File: config.mk
export PLATFORM = sky130hd
export DESIGN_NAME = if_fetch_unit
export DESIGN_NICKNAME = d
export VERILOG_FILES = /design/src/rtl/if_fetch_unit.sv
export SDC_FILE = /design/constraint.sdc
export NUM_CORES = 1
export LEC_CHECK = 0
export BUFFER_PORTS_ARGS = -buffer_cell sky130_fd_sc_hd__buf_2
export CAP_MARGIN = 20
export CORE_MARGIN = 5
export CORE_UTILIZATION = 53
export DETAILED_ROUTE_END_ITERATION = 8
export GPL_ROUTABILITY_DRIVEN = 0
export PLACE_DENSITY = 0.78
export SYNTH_ARGS = -nofsm -noshare
export SYNTH_HDL_FRONTEND = slang
export SYNTH_SLANG_ARGS = --single-unit
export TNS_END_PERCENT = 10
File: constraint.sdc
create_clock -name clk -period 8.3 [get_ports clk]
set_input_delay 0.83 -clock clk [delete_from_list [all_inputs] [get_ports clk]]
set_output_delay 0.83 -clock clk [all_outputs]
set_load 0.02 [all_outputs]
File: src/rtl/if_fetch_unit.sv
// Instruction-fetch stage: owns the PC, reads inst_mem combinationally and buffers {pc, inst}
// pairs in a small FIFO for decode. Optional macro FETCH_MISALIGN_CHK_EN adds misaligned-redirect reporting.
module if_fetch_unit #(
  parameter int                   CPU_WIDTH  = 32,
  parameter logic [CPU_WIDTH-1:0] RESET_PC   = '0,
  parameter int                   FIFO_DEPTH = 2
) (
  input  logic                 clk,
  input  logic                 rst,
  output logic [CPU_WIDTH-1:0] inst_addr,
  input  logic [CPU_WIDTH-1:0] inst,
  input  logic                 redirect,
  input  logic [CPU_WIDTH-1:0] redirect_pc,
  output logic                 if_valid,
  output logic [CPU_WIDTH-1:0] if_pc,
  output logic [CPU_WIDTH-1:0] if_inst,
  input  logic                 id_ready
`ifdef FETCH_MISALIGN_CHK_EN
  ,
  output logic                 exc_misalign,
  output logic [CPU_WIDTH-1:0] exc_pc
`endif
);

  localparam int AW    = $clog2(FIFO_DEPTH);
  localparam int CNT_W = AW + 1;
  localparam logic [CNT_W-1:0] FULL_CNT = CNT_W'(FIFO_DEPTH);

  logic [CPU_WIDTH-1:0] r_pc;
  logic [CNT_W-1:0]     r_cnt;
  logic [AW-1:0]        r_rd;
  logic [AW-1:0]        r_wr;
  logic [CPU_WIDTH-1:0] r_pc_mem   [FIFO_DEPTH];
  logic [CPU_WIDTH-1:0] r_inst_mem [FIFO_DEPTH];

  logic w_full;
  logic w_pop;
  logic w_push;

  assign inst_addr = r_pc;
  assign if_valid  = (r_cnt != '0);
  assign if_pc     = r_pc_mem[r_rd];
  assign if_inst   = r_inst_mem[r_rd];

  // Handshake: decode consumes the head when if_valid & id_ready; a full FIFO
  // still accepts a new fetch in a cycle where the head leaves.
  assign w_full = (r_cnt == FULL_CNT);
  assign w_pop  = if_valid & id_ready;
  assign w_push = ~redirect & (~w_full | w_pop);

  always_ff @(posedge clk) begin
    if (rst) begin
      r_pc  <= RESET_PC;
      r_cnt <= '0;
      r_rd  <= '0;
      r_wr  <= '0;
    end else if (redirect) begin
      // Flush drops everything, including the head popped this cycle
      r_pc  <= {redirect_pc[CPU_WIDTH-1:2], 2'b00};
      r_cnt <= '0;
      r_rd  <= '0;
      r_wr  <= '0;
    end else begin
      if (w_push) begin
        r_pc_mem[r_wr]   <= r_pc;
        r_inst_mem[r_wr] <= inst;
        r_wr             <= r_wr + AW'(1);
        r_pc             <= r_pc + CPU_WIDTH'(4);
      end
      if (w_pop) begin
        r_rd <= r_rd + AW'(1);
      end
      r_cnt <= r_cnt + CNT_W'(w_push) - CNT_W'(w_pop);
    end
  end

`ifdef FETCH_MISALIGN_CHK_EN
  logic                 r_exc_misalign;
  logic [CPU_WIDTH-1:0] r_exc_pc;
  logic                 w_misalign;

  assign w_misalign   = redirect & (redirect_pc[1:0] != 2'b00);
  assign exc_misalign = r_exc_misalign;
  assign exc_pc       = r_exc_pc;

  always_ff @(posedge clk) begin
    if (rst) begin
      r_exc_misalign <= 1'b0;
      r_exc_pc       <= '0;
    end else begin
      r_exc_misalign <= w_misalign;
      if (w_misalign) begin
        r_exc_pc <= redirect_pc;
      end
    end
  end
`endif

endmodule

==> results_dict.tcl <==
set metrics [dict create \
    path_class "flip-flop to primary output" \
    antenna_found_initial 0 \
    fin_cells 790 \
    cts.sinks 159 \
    cts_max_level 4 \
    dieArea_sq_um 14700 \
    period_minus_slack_ns 2.82 \
    core_area_sq_um 12100 \
    synth-main-ff-cell "edfxtp_1" \
    ctsResizeCount 0 \
    diodes 0 \
    synthTopCellsByArea "edfxtp_1 (57%), dfxtp_1 (11%), mux2_2 (11%)" \
    power_mw 1.78 \
    setup_violations 0 \
    critPathCaptureType "primary output" \
    cts_hold_buf 0 \
    ys.warnings.count 0 \
    r2r_setup_slack_ns 5.97 \
    drt_wl_total_um 14800 \
    crit_arrival_ns 1.99 \
    io_buffer_count 158 \
    synth_fa_ha_area_share_pct 0.574 \
    avgSynthCellArea_sq_um 14.5 \
    synth_simple_gate_area_share_pct 11.2 \
    root_buffer "clkbuf_16" \
    status "finished clean" \
    drt-pass1-iter-count 6 \
    ir_worst_vdd_uv 137 \
    cap_viol_max_count 0 \
    hold_violations 0 \
    grt_pass1_vias 4589 \
    cts_buffers 17 \
    synth_xor_area_share_pct 2.01 \
    dp_hpwl_um 9820 \
    ys_seq_area_share_pct 67.7 \
    ys_seq_elements 159 \
    power.density_nw_per_um2 222 \
    final_antenna_net_count 0 \
    worstPathMaxFanout 62 \
    cts.path.max_buffers 2 \
    grt-ovfl-total 0 \
    drv_slew 0 \
    drive_gt1_share_pct 42.4 \
    routedWlPerCell_um 18.8 \
    clk_latency_ns 0.42 \
    ioPinCount 165 \
    tritoncts "yes" \
    grt_first_pass_wirelength_um 23200 \
    worstPathRequired_ns 7.47 \
    drc_errors 0 \
    synth-edff-count 124 \
    clk_pin_slew_ns 0.06 \
    fin_skew_ns 0.00705 \
    die_x_um 121 \
    grt_max_degree 63 \
    power.leakage_nw 2.97 \
    synth_top_family_by_area "simple AND/OR/NAND/NOR gates" \
    syn_inst 450 \
    avgViaCountPerCell 5.72 \
    synth_area_leader_cell "edfxtp_1" \
    timing.fmax_mhz 355 \
    synth_top_area_share_pct 57.0 \
    rsz0062_at_grt "false" \
    tns_ns 0 \
    synthMuxAreaShare_pct 10.7 \
    synth.distinct_cells 47 \
    synth.most_common_cell "edfxtp_1" \
    dp_cells 758 \
    critical_path.startpoint_type "flip-flop" \
    first_iter_violations 394 \
    synth-async-reset-ratio_pct 0 \
    tightest_slew_ns 0.837 \
    final_nets 680 \
    die_h_um 121 \
    rows 40 \
    vias 4521 \
    grt.total_usage_pct 20.6 \
    holdCritPathClass "flip-flop to flip-flop" \
    synth_compound_area_share_pct 5.65 \
    post_cts_buffers 0 \
    netlist_area_sq_um 6540 \
    max-slew-margin-rel_pct 44.2 \
    netlist_top_cells_count "edfxtp_1 (124), mux2_2 (62), dfxtp_1 (35)" \
    syn2layout_area_growth_pct 22.5 \
    start_util_pct 54.2 \
    fin_crit_sh_pct 34.0 \
]
[area by class of cell]
class                      instances  area (sq um)
multi-input combinational        262          1990
timing repair buffer             163           828
clock inverter                    13          98.8
clock buffer                      19           433
inverter                           6          22.5
fill                             872          4050
sequential                       159          4430
tap                              168           210
[metal layers]
| layer | vias up | routed length [um] | global-route usage (%) |
|---|---|---|---|
| met4 | 0 | 193 | 7.51 |
| li1 | 2069 | - | - |
| met3 | 27 | 1200 | 5.08 |
| met2 | 232 | 7530 | 35.4 |
| met5 | - | 0 | 0 |
| met1 | 2193 | 5890 | 25.3 |
[critical path, stage by stage, from the launching register on]
cell and delay [ns]:
dfxtp_2 0.31, buf_4 0.63, mux2_2 0.42, buf_2 0.16
[flip-flops by register name (all words and copies together) (netlist names), named ones only]
signal      flops
r_rd            1
inst_addr      30
r_wr            1
r_inst_mem     64
r_pc_mem       60
r_cnt           2
[final timing paths]
kind,endpoint,depth (start not counted),start
worst min-delay path,r_rd,2,r_rd
worst min register to register,r_rd,2,r_rd
worst max register to register,r_pc_mem[1][3],3,r_cnt[0]
worst max-delay path,if_inst[2],3,flip-flop
[metrics by stage]
stage	utilization, %	instance area [sq um]	setup slack (ns)	hold slack, ns
3_3_place_gp	62.0	7480	5.39	0.495
6_report	66.4	8010	5.48	0.527
2_1_floorplan	-	6550	2.07	0.481
4_1_cts	66.4	8010	5.45	0.531
5_1_grt	66.4	8010	5.39	0.557
3_5_place_dp	62.0	7480	5.33	0.508
[where the power goes]
group	internal [mW]	switching [mW]
clock network	0.406	0.293
registers	0.895	0.0285
logic	0.0606	0.0959
total	1.36	0.418
[cells in the final DEF, fill, tap and decap left out, types with 4 or more instances in the layout]
master	synthesis	layout
buf_2	0	158
edfxtp_1	124	124
mux2_2	62	62
dfxtp_1	35	34
nor2_1	32	32
nand2_1	17	17
clkbuf_16	0	17
nand3_1	15	15
a311oi_1	12	12
a211oi_1	11	11
xnor2_1	10	10
nand4_1	8	8
o21ai_0	7	7
or4_1	7	7
inv_1	6	6
and3_1	7	6
or3_1	6	6
and4_1	6	6
nor4_1	6	6
or2_2	5	5
xor2_1	5	5
o31ai_1	5	5
buf_4	5	5
nor3_1	5	4
conb_1	1	4
clkinv_1	0	4
clkinvlp_4	0	4
[logic make-up (layout without fill, tap and decap cells)]
kind of cell | after synthesis | count (layout)
other cells | 1 | 4
fa+ha+maj | 3 | 3
xor+xnor | 15 | 15
flops | 159 | 159
compound gates | 48 | 48
mux | 62 | 62
buf+inv | 32 | 201
simple gates | 130 | 130
Power figures use the tool's default switching activity.
